===== src/rtl/gpio_pwm_ctrl.sv =====
// gpio_pwm_ctrl: Wishbone-slave GPIO bank with PWM channels and edge interrupts.
//
// Ports:
//   clk, rst            system clock, synchronous active-high reset
//   cyc_i, stb_i, we_i  Wishbone cycle / strobe / write enable
//   addr_i, data_i      byte address (only [7:0] decoded) and write data
//   data_o, ack_o       registered read data and single-cycle acknowledge
//   gpio_i              raw asynchronous pad inputs
//   gpio_o, gpio_oe     pad output values and output enables (1 = drive)
//   irq_o               level interrupt, OR of enabled pending edge flags
//
// Register map (addr_i[7:0]):
//   0x00 DIR, 0x04 OUT, 0x08 IN (ro), 0x0C PWM_EN, 0x10 IRQ_EN,
//   0x14 IRQ_POL (1 rising, 0 falling), 0x18 IRQ_STAT (write 1 to clear),
//   0x20+8k PWM_PERIOD[k], 0x24+8k PWM_DUTY[k] (reads return pending value)
module gpio_pwm_ctrl #(
    parameter int WIDTH       = 20,
    parameter int PWM_CH      = 4,
    parameter int PWM_BITS    = 16,
    parameter int SYNC_STAGES = 2
) (
    input  logic             clk,
    input  logic             rst,
    input  logic             cyc_i,
    input  logic             stb_i,
    input  logic             we_i,
    input  logic [31:0]      addr_i,
    input  logic [31:0]      data_i,
    output logic [31:0]      data_o,
    output logic             ack_o,
    input  logic [WIDTH-1:0] gpio_i,
    output logic [WIDTH-1:0] gpio_o,
    output logic [WIDTH-1:0] gpio_oe,
    output logic             irq_o
);

    logic                ack_q;
    logic [31:0]         data_q;
    logic [WIDTH-1:0]    dir_q, out_q, irqEn_q, irqPol_q, irqStat_q, irqStat_d;
    logic [PWM_CH-1:0]   pwmEn_q, pwm_q;
    logic [PWM_BITS-1:0] perPend_q  [PWM_CH];
    logic [PWM_BITS-1:0] dutyPend_q [PWM_CH];
    logic [PWM_BITS-1:0] perAct_q   [PWM_CH];
    logic [PWM_BITS-1:0] dutyAct_q  [PWM_CH];
    logic [PWM_BITS-1:0] cnt_q      [PWM_CH];
    logic [WIDTH-1:0]    sync_q     [SYNC_STAGES];
    logic [WIDTH-1:0]    prev_q;
    logic                irq_q;

    logic                req, wrEn;
    logic [7:0]          addr8;
    logic [31:0]         rdata_d;
    logic [WIDTH-1:0]    syncNow, rise, fall, edgeSet, w1c;
    logic                unused_ok;

    // A request is only accepted while no ack is outstanding, so each bus
    // cycle produces exactly one ack.
    assign req   = cyc_i & stb_i & ~ack_q;
    assign wrEn  = req & we_i;
    assign addr8 = addr_i[7:0];

    assign unused_ok = ^{addr_i[31:8], data_i};

    function automatic logic [7:0] perAddr(input int k);
        return 8'(32 + 8 * k);
    endfunction

    always_comb begin
        rdata_d = '0;
        case (addr8)
            8'h00:   rdata_d = 32'(dir_q);
            8'h04:   rdata_d = 32'(out_q);
            8'h08:   rdata_d = 32'(syncNow);
            8'h0C:   rdata_d = 32'(pwmEn_q);
            8'h10:   rdata_d = 32'(irqEn_q);
            8'h14:   rdata_d = 32'(irqPol_q);
            8'h18:   rdata_d = 32'(irqStat_q);
            default: rdata_d = '0;
        endcase
        for (int k = 0; k < PWM_CH; k++) begin
            if (addr8 == perAddr(k))         rdata_d = 32'(perPend_q[k]);
            if (addr8 == perAddr(k) + 8'd4)  rdata_d = 32'(dutyPend_q[k]);
        end
    end

    // Edge detection compares the last synchroniser stage against one more
    // delayed copy; a new edge outranks a simultaneous write-1-to-clear.
    assign syncNow   = sync_q[SYNC_STAGES-1];
    assign rise      = syncNow & ~prev_q;
    assign fall      = ~syncNow & prev_q;
    assign edgeSet   = irqEn_q & ((irqPol_q & rise) | (~irqPol_q & fall));
    assign w1c       = (wrEn && addr8 == 8'h18) ? data_i[WIDTH-1:0] : '0;
    assign irqStat_d = (irqStat_q & ~w1c) | edgeSet;

    always_ff @(posedge clk) begin
        if (rst) begin
            ack_q     <= 1'b0;
            data_q    <= '0;
            dir_q     <= '0;
            out_q     <= '0;
            pwmEn_q   <= '0;
            irqEn_q   <= '0;
            irqPol_q  <= '0;
            irqStat_q <= '0;
            for (int k = 0; k < PWM_CH; k++) begin
                perPend_q[k]  <= '0;
                dutyPend_q[k] <= '0;
            end
        end else begin
            ack_q     <= req;
            data_q    <= (req && !we_i) ? rdata_d : '0;
            irqStat_q <= irqStat_d;
            if (wrEn) begin
                case (addr8)
                    8'h00:   dir_q    <= data_i[WIDTH-1:0];
                    8'h04:   out_q    <= data_i[WIDTH-1:0];
                    8'h0C:   pwmEn_q  <= data_i[PWM_CH-1:0];
                    8'h10:   irqEn_q  <= data_i[WIDTH-1:0];
                    8'h14:   irqPol_q <= data_i[WIDTH-1:0];
                    default: ;
                endcase
                for (int k = 0; k < PWM_CH; k++) begin
                    if (addr8 == perAddr(k))        perPend_q[k]  <= data_i[PWM_BITS-1:0];
                    if (addr8 == perAddr(k) + 8'd4) dutyPend_q[k] <= data_i[PWM_BITS-1:0];
                end
            end
        end
    end

    always_ff @(posedge clk) begin
        if (rst) begin
            for (int s = 0; s < SYNC_STAGES; s++) sync_q[s] <= '0;
            prev_q <= '0;
            irq_q  <= 1'b0;
        end else begin
            sync_q[0] <= gpio_i;
            for (int s = 1; s < SYNC_STAGES; s++) sync_q[s] <= sync_q[s-1];
            prev_q <= syncNow;
            irq_q  <= |(irqStat_q & irqEn_q);
        end
    end

    // The active period/duty only reload from the pending copy at the wrap
    // point (or while disabled), so a running period is never cut short.
    always_ff @(posedge clk) begin
        for (int k = 0; k < PWM_CH; k++) begin
            if (rst) begin
                cnt_q[k]     <= '0;
                pwm_q[k]     <= 1'b0;
                perAct_q[k]  <= '0;
                dutyAct_q[k] <= '0;
            end else if (!pwmEn_q[k]) begin
                cnt_q[k]     <= '0;
                pwm_q[k]     <= 1'b0;
                perAct_q[k]  <= perPend_q[k];
                dutyAct_q[k] <= dutyPend_q[k];
            end else begin
                pwm_q[k] <= (cnt_q[k] < dutyAct_q[k]);
                if (cnt_q[k] >= perAct_q[k]) begin
                    cnt_q[k]     <= '0;
                    perAct_q[k]  <= perPend_q[k];
                    dutyAct_q[k] <= dutyPend_q[k];
                end else begin
                    cnt_q[k] <= cnt_q[k] + PWM_BITS'(1);
                end
            end
        end
    end

    always_comb begin
        gpio_o  = out_q;
        gpio_oe = dir_q;
        for (int k = 0; k < PWM_CH; k++) begin
            if (pwmEn_q[k]) begin
                gpio_o[k]  = pwm_q[k];
                gpio_oe[k] = 1'b1;
            end
        end
    end

    assign ack_o  = ack_q;
    assign data_o = data_q;
    assign irq_o  = irq_q;

endmodule

===== config.mk =====
export PLATFORM = sky130hd
export DESIGN_NAME = gpio_pwm_ctrl
export DESIGN_NICKNAME = d
export VERILOG_FILES = /design/src/rtl/gpio_pwm_ctrl.sv
export SDC_FILE = /design/constraint.sdc
export NUM_CORES = 1
export LEC_CHECK = 0
export ABC_AREA = 0
export BUFFER_PORTS_ARGS = -buffer_cell sky130_fd_sc_hd__buf_4
export CORE_MARGIN = 4
export CORE_UTILIZATION = 55
export DETAILED_ROUTE_END_ITERATION = 12
export PLACE_DENSITY = 0.76
export SLEW_MARGIN = 20
export SYNTH_ARGS = -nofsm -noshare
export SYNTH_HDL_FRONTEND = slang
export SYNTH_SLANG_ARGS = --single-unit

===== constraint.sdc =====
create_clock -name clk -period 3.4 [get_ports clk]
set_clock_uncertainty 0.15 [all_clocks]
set_input_delay 0.68 -clock clk [delete_from_list [all_inputs] [get_ports clk]]
set_output_delay 0.68 -clock clk [all_outputs]
set_load 0.02 [all_outputs]

==> summary.txt, run 1 <==
Worst setup path
  • Startpoint types: flop
  • Reg-to-reg setup timing slack: 0.41 ns
  • Largest fanout on the critical path: 32
  • Setup CP Type: reg -> reg
  • WP data arrival: 3.08 ns
  • CP Capture Type: flop
  • CP required: 3.49 ns

STA
  • Fin crit period: 2.99 ns
  • Highest clock rate: 334 MHz
  • Tcrit/Tclk final: 88.0%
  • Setup_tns: 0 ns
  • Least-Margin Pin Slew: 0.880 ns
  • Final WS setup: 0.406 ns
  • Final setup fails: 0
  • Final Hold Viols: 0
  • Rel. slew slack: 41.3%
  • Pins Over Slew Limit: 0
  • Unrepaired setup endpoints after global routing: false

Route
  • DR vias/cell: 5.95
  • Initial DRT Pass Iterations: 5
  • Starting DRT DRC Count: 1940
  • Wire length per cell: 22.2 um
  • Routed WL: 72100 um
  • Via count: 19278
  • DRC Markers: 0
  • Post-route ant nets: 0

Floorplan
  • Area of the core: 45500 sq um
  • Chip width: 223 um
  • Starting Density: 55.7%
  • Io pins: 163
  • Die height: 223 um
  • DIE AREA: 49500 sq um
  • FP Rows: 78

Synthesis
  • Post-synth cell types: 74
  • Largest family of logic cells by synthesized area: simple AND/OR/NAND/NOR gates
  • Synth area leader: edfxtp_1
  • Proportion of synthesized area in mux cells: 2.21%
  • Yosys top cell area share: 38.0%
  • XOR/XNOR Fraction of Synth Area: 1.94%
  • Post-synthesis async set-or-reset flop share: 0%
  • Syn avg cell area: 10.3 sq um
  • Ys Warns: 0
  • Cell area after synthesis: 25300 sq um
  • Simple-gate share of the synthesized area: 19.9%
  • EDFF count, synth: 320
  • Top cells by area, synth: edfxtp_1 38%, dfxtp_1 15%, ha_1 6.3%, nand2_1 4.2%, nor3b_1 4.2%
  • Cells after synthesis: 2461
  • Sequential area share after synthesis: 53.0%
  • Number of synthesized register bits: 510
  • Area share of fa/ha/maj cells after synthesis: 6.33%
  • Synth Area in Compound Gates: 10.9%
  • Ys flop type: edfxtp_1

Finish
  • Layout cells sized above 1: 12.2%
  • Most common cell after layout, fill and taps aside: edfxtp_1
  • Commonest cells after routing, fill and taps aside: 320 x edfxtp_1, 285 x nand2_1, 192 x buf_4
  • Final instance area: 28800 sq um
  • Nets: 2815
  • Fin cells: 3241
  • Fillers: 3578
  • Area Overhead vs Synth: 13.7%

Clock tree
  • Post-CTS Resized: 0
  • CTS tree: yes
  • Clock tree sinks: 510
  • Post-CTS Setup Repair Bufs: 0
  • CTS max path bufs: 3
  • Worst-path clk slew: 0.07 ns
  • Clk_lat worst skew: 0.59 ns
  • Post-CTS Hold Buffers: 0
  • Max H-tree Level: 2
  • Root buf cell: clkbuf_16
  • CTS Buf Count: 52

Global route
  • Total GRT Usage: 28.3%
  • Grt ovf: 0
  • Largest net degree at the start of global routing: 85
  • Vias in the first global route: 18879
  • First-pass GRT wire length: 110000 um
  • Antenna violations before repair: 2

Power and ir drop
  • P per Cell Area: 480 nW/um^2
  • Net switching power: 3100 uW
  • Max VDD drop: 0.000468 V
  • Gate power share: 6.0%
  • Pleak: 0.0109 uW
  • Internal Power: 10700 uW
  • Clock power share: 44.3%
  • Sw Ratio: 22.4%
  • Reg power frac: 49.7%

Placed design
  • Total placed instance area: 26900 sq um
  • Pre-CTS WS: 0.451 ns
  • PortBufs: 114
  • Post-DP HPWL: 51100 um
  • Cells after DPL: 3144
  • Routability cong.: 1.06

Job
  • MaxCap Viol Count: 0

Min path
  • Worst Hold Class: in -> reg

Run status
  • Status: completed
==> cell type report <==
| cell class | instances | area (sq um) | share of cell area [%] |
|---|---|---|---|
| Antenna cell | 1 | 2.50 | 0.00869 |
| Multi-Input combinational cell | 1701 | 10800 | 37.5 |
| Clock buffer | 75 | 1540 | 5.36 |
| Tap cell | 600 | 751 | 2.61 |
| Clock inverter | 21 | 303 | 1.05 |
| Inverter | 140 | 526 | 1.83 |
| Sequential cell | 510 | 13400 | 46.6 |
| Timing Repair Buffer | 193 | 1460 | 5.06 |
==> power by group through the flow <==
| stage | sequential (uW) | combinational [uW] | clock (uW) |
|---|---|---|---|
| 6_report | 6880 | 831 | 6120 |
| 5_1_grt | 6890 | 902 | 6430 |
| 4_1_cts | 6870 | 812 | 6170 |
| 3_5_place_dp | 7000 | 801 | 0 |
| 3_3_place_gp | 7000 | 773 | 0 |
| 2_1_floorplan | 6930 | 529 | 0 |
==> routing by layer <==
metal | vias up | wire length [um] | global-route usage (%)
met2 | 960 | 33000 | 44.9
li1 | 8831 | - | -
met1 | 9280 | 28700 | 37.7
met5 | - | 13 | 0
met4 | 2 | 3670 | 12.8
met3 | 205 | 6690 | 5.83
==> flip-flops by register name, indices dropped and copies added (netlist names) <==
register	cells
dutyAct_q	64
dutyPend_q	64
cnt_q	64
dir_q	20
perPend_q	64
pwm_q	4
irqPol_q	20
irq_o	1
perAct_q	64
data_o	20
irqEn_q	20
ack_o	1
sync_q	40
prev_q	20
pwmEn_q	4
out_q	20
irqStat_q	20
==> critical path, cell delays in order, from the launching register on <==
cell	delay (ns)
edfxtp_1	0.48
ha_1	0.35
o21a_1	0.15
o21ai_0	0.09
a211oi_1	0.38
a21o_1	0.54
buf_4	0.48
==> cells in the mapped netlist, drive strengths merged (21+ instances only) <==
master	n
a21o	37
a21oi	152
a22oi	42
and2	131
buf	81
clkbuf	103
dfxtp	190
edfxtp	320
ha	128
inv	140
mux2i	38
nand2	285
nand3	34
nand4	28
nor2	173
nor2b	71
nor3b	141
o21ai	89
o22ai	23
xnor2	21
xor2	35
==> final timing paths <==
| kind | cells after the start | endpoint | from |
|---|---|---|---|
| setup reg to reg | 6 | perAct_q[0][13]$_DFFE_PP_ | cnt_q[0][5]$_SDFFCE_PN0P_ |
| hold reg to reg | 1 | sync_q[0][26]$_SDFF_PP0_ | sync_q[0][6]$_SDFF_PP0_ |
| hold / removal | 2 | sync_q[0][5]$_SDFF_PP0_ | gpio_i[5] |
| setup / recovery | 6 | perAct_q[0][13]$_DFFE_PP_ | cnt_q[0][5]$_SDFFCE_PN0P_ |
==> through the flow <==
stage | hold WS, ns | total power, uW | util (%)
final | 0.153 | 13800 | 63.3
after global routing | 0.144 | 14200 | 63.3
after CTS | 0.130 | 13800 | 63.3
after detailed placement | 0.273 | 7800 | 59.2
after global placement | 0.269 | 7770 | 59.2
after floorplan | 0.264 | 7460 | -
==> kinds of logic after synthesis <==
group,after synthesis
AOI/OAI and AO/OA,442
xor gates and xnor gates,56
adders and majority gates,128
buffers and inverters,324
DFF,510
muxes,50
other,2
and+or+nand+nor,949
(Power assumes the default switching activity.)
==> inputs of run 2 (changes only) <==
CORE_UTILIZATION = 57   (was 55)
CTS_BUF_LIST = sky130_fd_sc_hd__clkbuf_4   (was default)
PLACE_DENSITY = 0.79   (was 0.76)
==> run 2 against run 1 <==
  * Via count is 4.3% higher
  * Global-route usage increased by 2.0 points
  * Highest routed layer is now met4
  * Power decreased by 4.7%
  * Sequential power hardly changed
  * Largest power group unchanged
==> summary.txt, run 2 (synthesized netlist as in run 1, its figures left out) <==
Run status
  • Status: completed

STA
  • Tcrit/Tclk final: 87.1% (-0.92 points)
  • Setup_tns: 0 ns (unchanged)
  • Final WS setup: 0.438 ns (+0.0312 ns)
  • Final setup fails: 0 (unchanged)
  • Highest clock rate: 338 MHz (+1.1%)
  • Fin crit period: 2.96 ns (-0.0312 ns)
  • Final Hold Viols: 0 (unchanged)
  • Pins Over Slew Limit: 0 (unchanged)
  • Hold slack: 0.0630 ns (-0.0895 ns)
  • Unrepaired setup endpoints after global routing: false
  • Least-Margin Pin Slew: 1.01 ns (+0.128 ns)
  • Rel. slew slack: 32.8% (-8.6 points)

Floorplan
  • DIE AREA: 47900 sq um (-3.4%)
  • Chip width: 219 um (-1.7%)
  • Area of the core: 43500 sq um (-4.4%)
  • Io pins: 163 (unchanged)
  • Starting Density: 58.3% (+2.6 points)
  • FP Rows: 76 (-2.6%)
  • Die height: 219 um (-1.7%)

Global route
  • First-pass GRT wire length: 112000 um (+1.9%)
  • Grt ovf: 0 (unchanged)
  • Total GRT Usage: 30.3% (+2.0 points)
  • Antenna violations before repair: 2 (unchanged)
  • Vias in the first global route: 19848 (+5.1%)
  • Largest net degree at the start of global routing: 96 (+13%)

Finish
  • Multi-input logic area: 10800 sq um (unchanged)
  • Fillers: 3274 (-8.5%)
  • Most common cell after layout, fill and taps aside: edfxtp_1
  • Sequential cell area: 13400 sq um (unchanged)
  • Layout cells sized above 1: 16.1% (+3.9 points)
  • Area Overhead vs Synth: 14.5%
  • Nets: 2927 (+4.0%)
  • Commonest cells after routing, fill and taps aside: 320 x edfxtp_1, 285 x nand2_1, 208 x clkbuf_4

Power and ir drop
  • Internal Power: 9990 uW (-6.8%)
  • Sw Ratio: 24.1% (+1.7 points)
  • Max VDD drop: 0.000358 V (-24%)
  • Pwr Total: 13200 uW (-4.7%)
  • Net switching power: 3180 uW (+2.6%)
  • Reg power frac: 52.2% (+2.5 points)
  • Gate power share: 6.5% (+0.5 points)
  • P per Cell Area: 454 nW/um^2 (-5.4%)
  • Clock power share: 41.3% (-3.0 points)
  • Pleak: 0.0112 uW (+2.6%)

Clock tree
  • Worst-path clk slew: 0.06 ns (about the same)
  • CTS max path bufs: 3 (unchanged)
  • Max H-tree Level: 4 (+2)
  • CTS tree: yes
  • Clock tree sinks: 510 (unchanged)
  • Clk_lat worst skew: 0.86 ns (+0.27 ns)
  • Root buf cell: clkbuf_4
  • Post-CTS Resized: 0 (unchanged)
  • CTS Buf Count: 135 (+160%)

Route
  • Post-route ant nets: 0 (unchanged)
  • Routed WL: 72300 um (+0.29%)
  • DR vias/cell: 5.92 (-0.56%)
  • Wire length per cell: 21.3 um (-4.4%)
  • DRC Markers: 0 (unchanged)
  • Initial DRT Pass Iterations: 6 (+1)
  • Starting DRT DRC Count: 2242 (+16%)
  • Via count: 20111 (+4.3%)

Placed design
  • Post-DP HPWL: 50600 um (-0.97%)
  • PortBufs: 114 (unchanged)
  • Routability cong.: 1.00 (-5.0%)
  • Pre-CTS WS: 0.341 ns (-0.109 ns)

Worst setup path
  • Startpoint types: flop
  • Max incr delay on CP: 0.52 ns (-0.02 ns)
  • CP Capture Type: flop
  • WP data arrival: 3.30 ns (+0.22 ns)
  • Worst path cell trace: ha_1, and3_1, o2111ai_1, a211oi_1, a21o_1, buf_4
  • Setup CP Type: reg -> reg
  • Max stage delay cell, worst path: a21o_1
  • CP required: 3.74 ns (+0.25 ns)
  • Largest fanout on the critical path: 32 (unchanged)

Job
  • MaxCap Viol Count: 0 (unchanged)

Min path
  • Worst Hold Class: in -> reg
[run 2: cell count changes in the layout (fill, tap and decap cells not counted), sizes merged, moves of 3 or more]
cell | previous run | this run
buf | 193 | 190
bufinv | 7 | 2
clkbuf | 75 | 208
clkinv | 9 | 24
clkinvlp | 4 | 0
dlygate4sd3 | 0 | 32
inv | 141 | 146
[run 2: worst max-delay path: cells and delay by family, from the launching register on]
kind | cells | cell delay (ns)
DFF | 1 | 0.49
adders and majority gates | 1 | 0.32
buffers and inverters | 1 | 0.47
AOI/OAI and AO/OA | 3 | 0.99
and+or+nand+nor | 1 | 0.17
[run 2: stage by stage]
step / instances / instance area (sq um) / util (%)
detailed placement: 3126 / 26900 / 61.9
CTS: 3398 / 29000 / 66.7
floorplan: 2535 / 25600 / -
global route: 3399 / 29000 / 66.7
global placement: 3126 / 26900 / 61.9
finish: 3400 / 29000 / 66.7
[run 2: what timing repair did]
action	4_1_cts	5_1_grt
endpoints found under the hold margin	51	0
setup buffers	0	0
hold buffers	32	0
[run 2: final timing paths]
kind	slack [ns]	cells after the start	startpoint	end
worst max register to register	0.44	6	cnt_q[0][13]$_SDFFCE_PN0P_	perAct_q[0][8]$_DFFE_PP_
worst min register to register	0.27	1	sync_q[0][1]$_SDFF_PP0_	sync_q[0][21]$_SDFF_PP0_
worst min-delay path	0.06	3	data_i[12]	irqPol_q[12]$_SDFFE_PP0P_
worst max-delay path	0.44	6	cnt_q[0][13]$_SDFFCE_PN0P_	perAct_q[0][8]$_DFFE_PP_
[run 2: cell type report]
class	instances	area share, %
flip-flops and latches	510	46.3
multi-input cells	1701	37.3
repair buffers	222	6.10
clock buffers	208	5.39
well taps	585	2.53
inverters	140	1.81
clock inverters	32	0.630
diodes	2	0.0173
[run 2: power groups by stage]
stage,clock network (uW),registers (uW),logic [uW]
after CTS,5520,6870,835
after global routing,5900,6880,929
after floorplan,0,6930,529
after global placement,0,6990,766
after detailed placement,0,7000,798
final,5440,6870,858
[run 2: per-layer routing]
metal / wire length [um] / track usage, %
met5: 0 / 0
met4: 3920 / 15.7
met2: 33100 / 48.2
met1: 27200 / 39.0
met3: 8070 / 6.98
==> inputs of run 3 (changes only) <==
CORE_MARGIN = default   (was 4)
==> run 3 against run 2 <==
  * First-iteration DRC count up 8.3%
  * Hold slack gained 0.0088 ns
  * Via count rose by 0.37%
  * Clock power shrank 1%
  * Combinational power up 2%
  * Core utilization up 0.092 points
  * Register-to-register slack improved by 0.10 ns
  * Non-clock buffer count is 6 higher
  * Critical path depth decreased by 4
  * Clock-buffer cell count decreased by 13
  * Largest power group unchanged
==> summary.txt, run 3 (synthesized netlist as in run 1, its figures left out) <==
Run status
  • Status: completed

Floorplan
  • Die height: 213 um (-2.7%)
  • Chip width: 213 um (-2.7%)
  • Area of the core: 43500 sq um (unchanged)
  • FP Rows: 76 (unchanged)
  • Starting Density: 58.3% (unchanged)
  • Io pins: 163 (unchanged)
  • DIE AREA: 45300 sq um (-5.4%)

Route
  • Via count: 20186 (+0.37%)
  • DRC Markers: 0 (unchanged)
  • Routed WL: 72800 um (+0.65%)
  • Starting DRT DRC Count: 2428 (+8.3%)
  • DR vias/cell: 5.95 (+0.58%)
  • Wire length per cell: 21.4 um (+0.85%)
  • Post-route ant nets: 0 (unchanged)
  • Initial DRT Pass Iterations: 7 (+1)

STA
  • Pins Over Slew Limit: 0 (unchanged)
  • Tcrit/Tclk final: 85.8% (-1.4 points)
  • Unrepaired setup endpoints after global routing: false
  • Rel. slew slack: 36.3% (+3.5 points)
  • Final Hold Viols: 0 (unchanged)
  • Fin crit period: 2.92 ns (-0.0468 ns)
  • Setup_tns: 0 ns (unchanged)
  • Final setup fails: 0 (unchanged)
  • Highest clock rate: 343 MHz (+1.6%)
  • Least-Margin Pin Slew: 0.948 ns (-0.0603 ns)

Global route
  • Antenna violations before repair: 2 (unchanged)
  • First-pass GRT wire length: 111000 um (-0.50%)
  • Grt ovf: 0 (unchanged)
  • Total GRT Usage: 32.7% (+2.4 points)
  • Vias in the first global route: 19896 (+0.24%)
  • Largest net degree at the start of global routing: 115 (+20%)

Clock tree
  • Worst-path clk slew: 0.07 ns (about the same)
  • CTS max path bufs: 3 (unchanged)
  • Clk_lat worst skew: 0.88 ns (+0.02 ns)
  • Clock tree sinks: 510 (unchanged)
  • CTS Buf Count: 132 (-2.2%)
  • Root buf cell: clkbuf_4
  • Post-CTS Setup Repair Bufs: 0 (unchanged)
  • Max H-tree Level: 4 (unchanged)
  • Post-CTS Resized: 0 (unchanged)
  • CTS tree: yes

Power and ir drop
  • P per Cell Area: 452 nW/um^2 (-0.55%)
  • Pleak: 0.0112 uW (-0.19%)
  • Max VDD drop: 0.000315 V (-12%)

Finish
  • Layout cells sized above 1: 15.5% (-0.57 points)
  • Commonest cells after routing, fill and taps aside: 320 x edfxtp_1, 285 x nand2_1, 195 x clkbuf_4
  • Most common cell after layout, fill and taps aside: edfxtp_1
  • Final instance area: 29000 sq um (+0.14%)
  • Nets: 2930 (+0.10%)
  • Area Overhead vs Synth: 14.6%

Worst setup path
  • Setup CP Type: reg -> out
  • Worst path cell trace: mux2_2, buf_4
  • CP Capture Type: output pin
  • Delay-heaviest family, CP: flip-flops
  • Largest fanout on the critical path: 6 (-81%)
  • Max incr delay on CP: 0.67 ns (+0.15 ns)
  • Reg-to-reg setup timing slack: 0.54 ns (+0.10 ns)
  • Max stage delay cell, worst path: dfxtp_1
  • CP required: 2.57 ns (-1.17 ns)
  • Critical path buffer and inverter count: 1 (unchanged)
  • WP data arrival: 2.09 ns (-1.21 ns)
  • Startpoint types: flop

Placed design
  • Total placed instance area: 26900 sq um (about the same)
  • Post-DP HPWL: 50200 um (-0.79%)
  • Routability cong.: 1.04 (+3.2%)
  • PortBufs: 114 (unchanged)

Min path
  • Worst Hold Class: in -> reg

Job
  • MaxCap Viol Count: 0 (unchanged)
==> run 3: cell types whose count changed in the layout (fill, tap and decap cells not counted), sizes merged <==
cell | previous run | this run
clkbuf | 208 | 195
diode | 2 | 1
inv | 146 | 144
dlygate4sd3 | 32 | 42
buf | 190 | 186
bufinv | 2 | 3
clkinvlp | 0 | 2
==> run 3: per-stage QoR <==
stage	total power [uW]	setup WS (ns)	hold WS, ns	utilization [%]	std cells
5_1_grt	13600	0.419	0.0354	66.8	3393
3_5_place_dp	7800	0.368	0.273	62.0	3122
6_report	13100	0.484	0.0718	66.8	3393
2_1_floorplan	7460	0.139	0.264	-	2535
4_1_cts	13100	0.424	0.00377	66.8	3392
3_3_place_gp	7750	0.318	0.269	62.0	3122
==> run 3: cell type report <==
cell class / instances / area [sq um]
Multi-Input combinational cell: 1701 / 10800
Antenna cell: 1 / 2.50
Inverter: 140 / 526
Tap cell: 585 / 732
Clock buffer: 195 / 1460
Timing Repair Buffer: 228 / 1870
Fill cell: 3205 / 14400
Sequential cell: 510 / 13400
Clock inverter: 33 / 215
==> run 3: power breakdown <==
part           total (uW)  internal (uW)  switching, uW
Sequential           6870           6730            140
Clock                5370           2850           2530
Combinational         872            335            537
==> run 3: tightest hold or removal path, stage by stage <==
cell	delay (ns)
buf_4	0.21
nand2_1	0.09
a21oi_1	0.05
==> run 3: path summary, 6_finish.rpt <==
kind | start | endpoint | cells past startpoint
worst min register to register | sync_q[0][3]$_SDFF_PP0_ | sync_q[0][23]$_SDFF_PP0_ | 1
worst min-delay path | data_i[13] | irqPol_q[13]$_SDFFE_PP0P_ | 3
worst max-delay path | pwmEn_q[3]$_SDFFE_PP0P_ | gpio_o[3] | 2
worst max register to register | cnt_q[3][5]$_SDFFCE_PN0P_ | perAct_q[3][15]$_DFFE_PP_ | 6
==> run 3: what timing repair did <==
item,CTS,global route
hold buffers,42,0
setup endpoints to repair,0,0
endpoints found under the hold margin,97,0
==> run 3: per-layer routing <==
metal | vias up | share of wire [%] | GRT usage, %
li1 | 9130 | - | -
met1 | 9444 | 37 | 40.8
met2 | 1299 | 45 | 51.5
met3 | 311 | 11 | 7.99
met4 | 2 | 6.3 | 20.1
met5 | - | 0.019 | 0.334
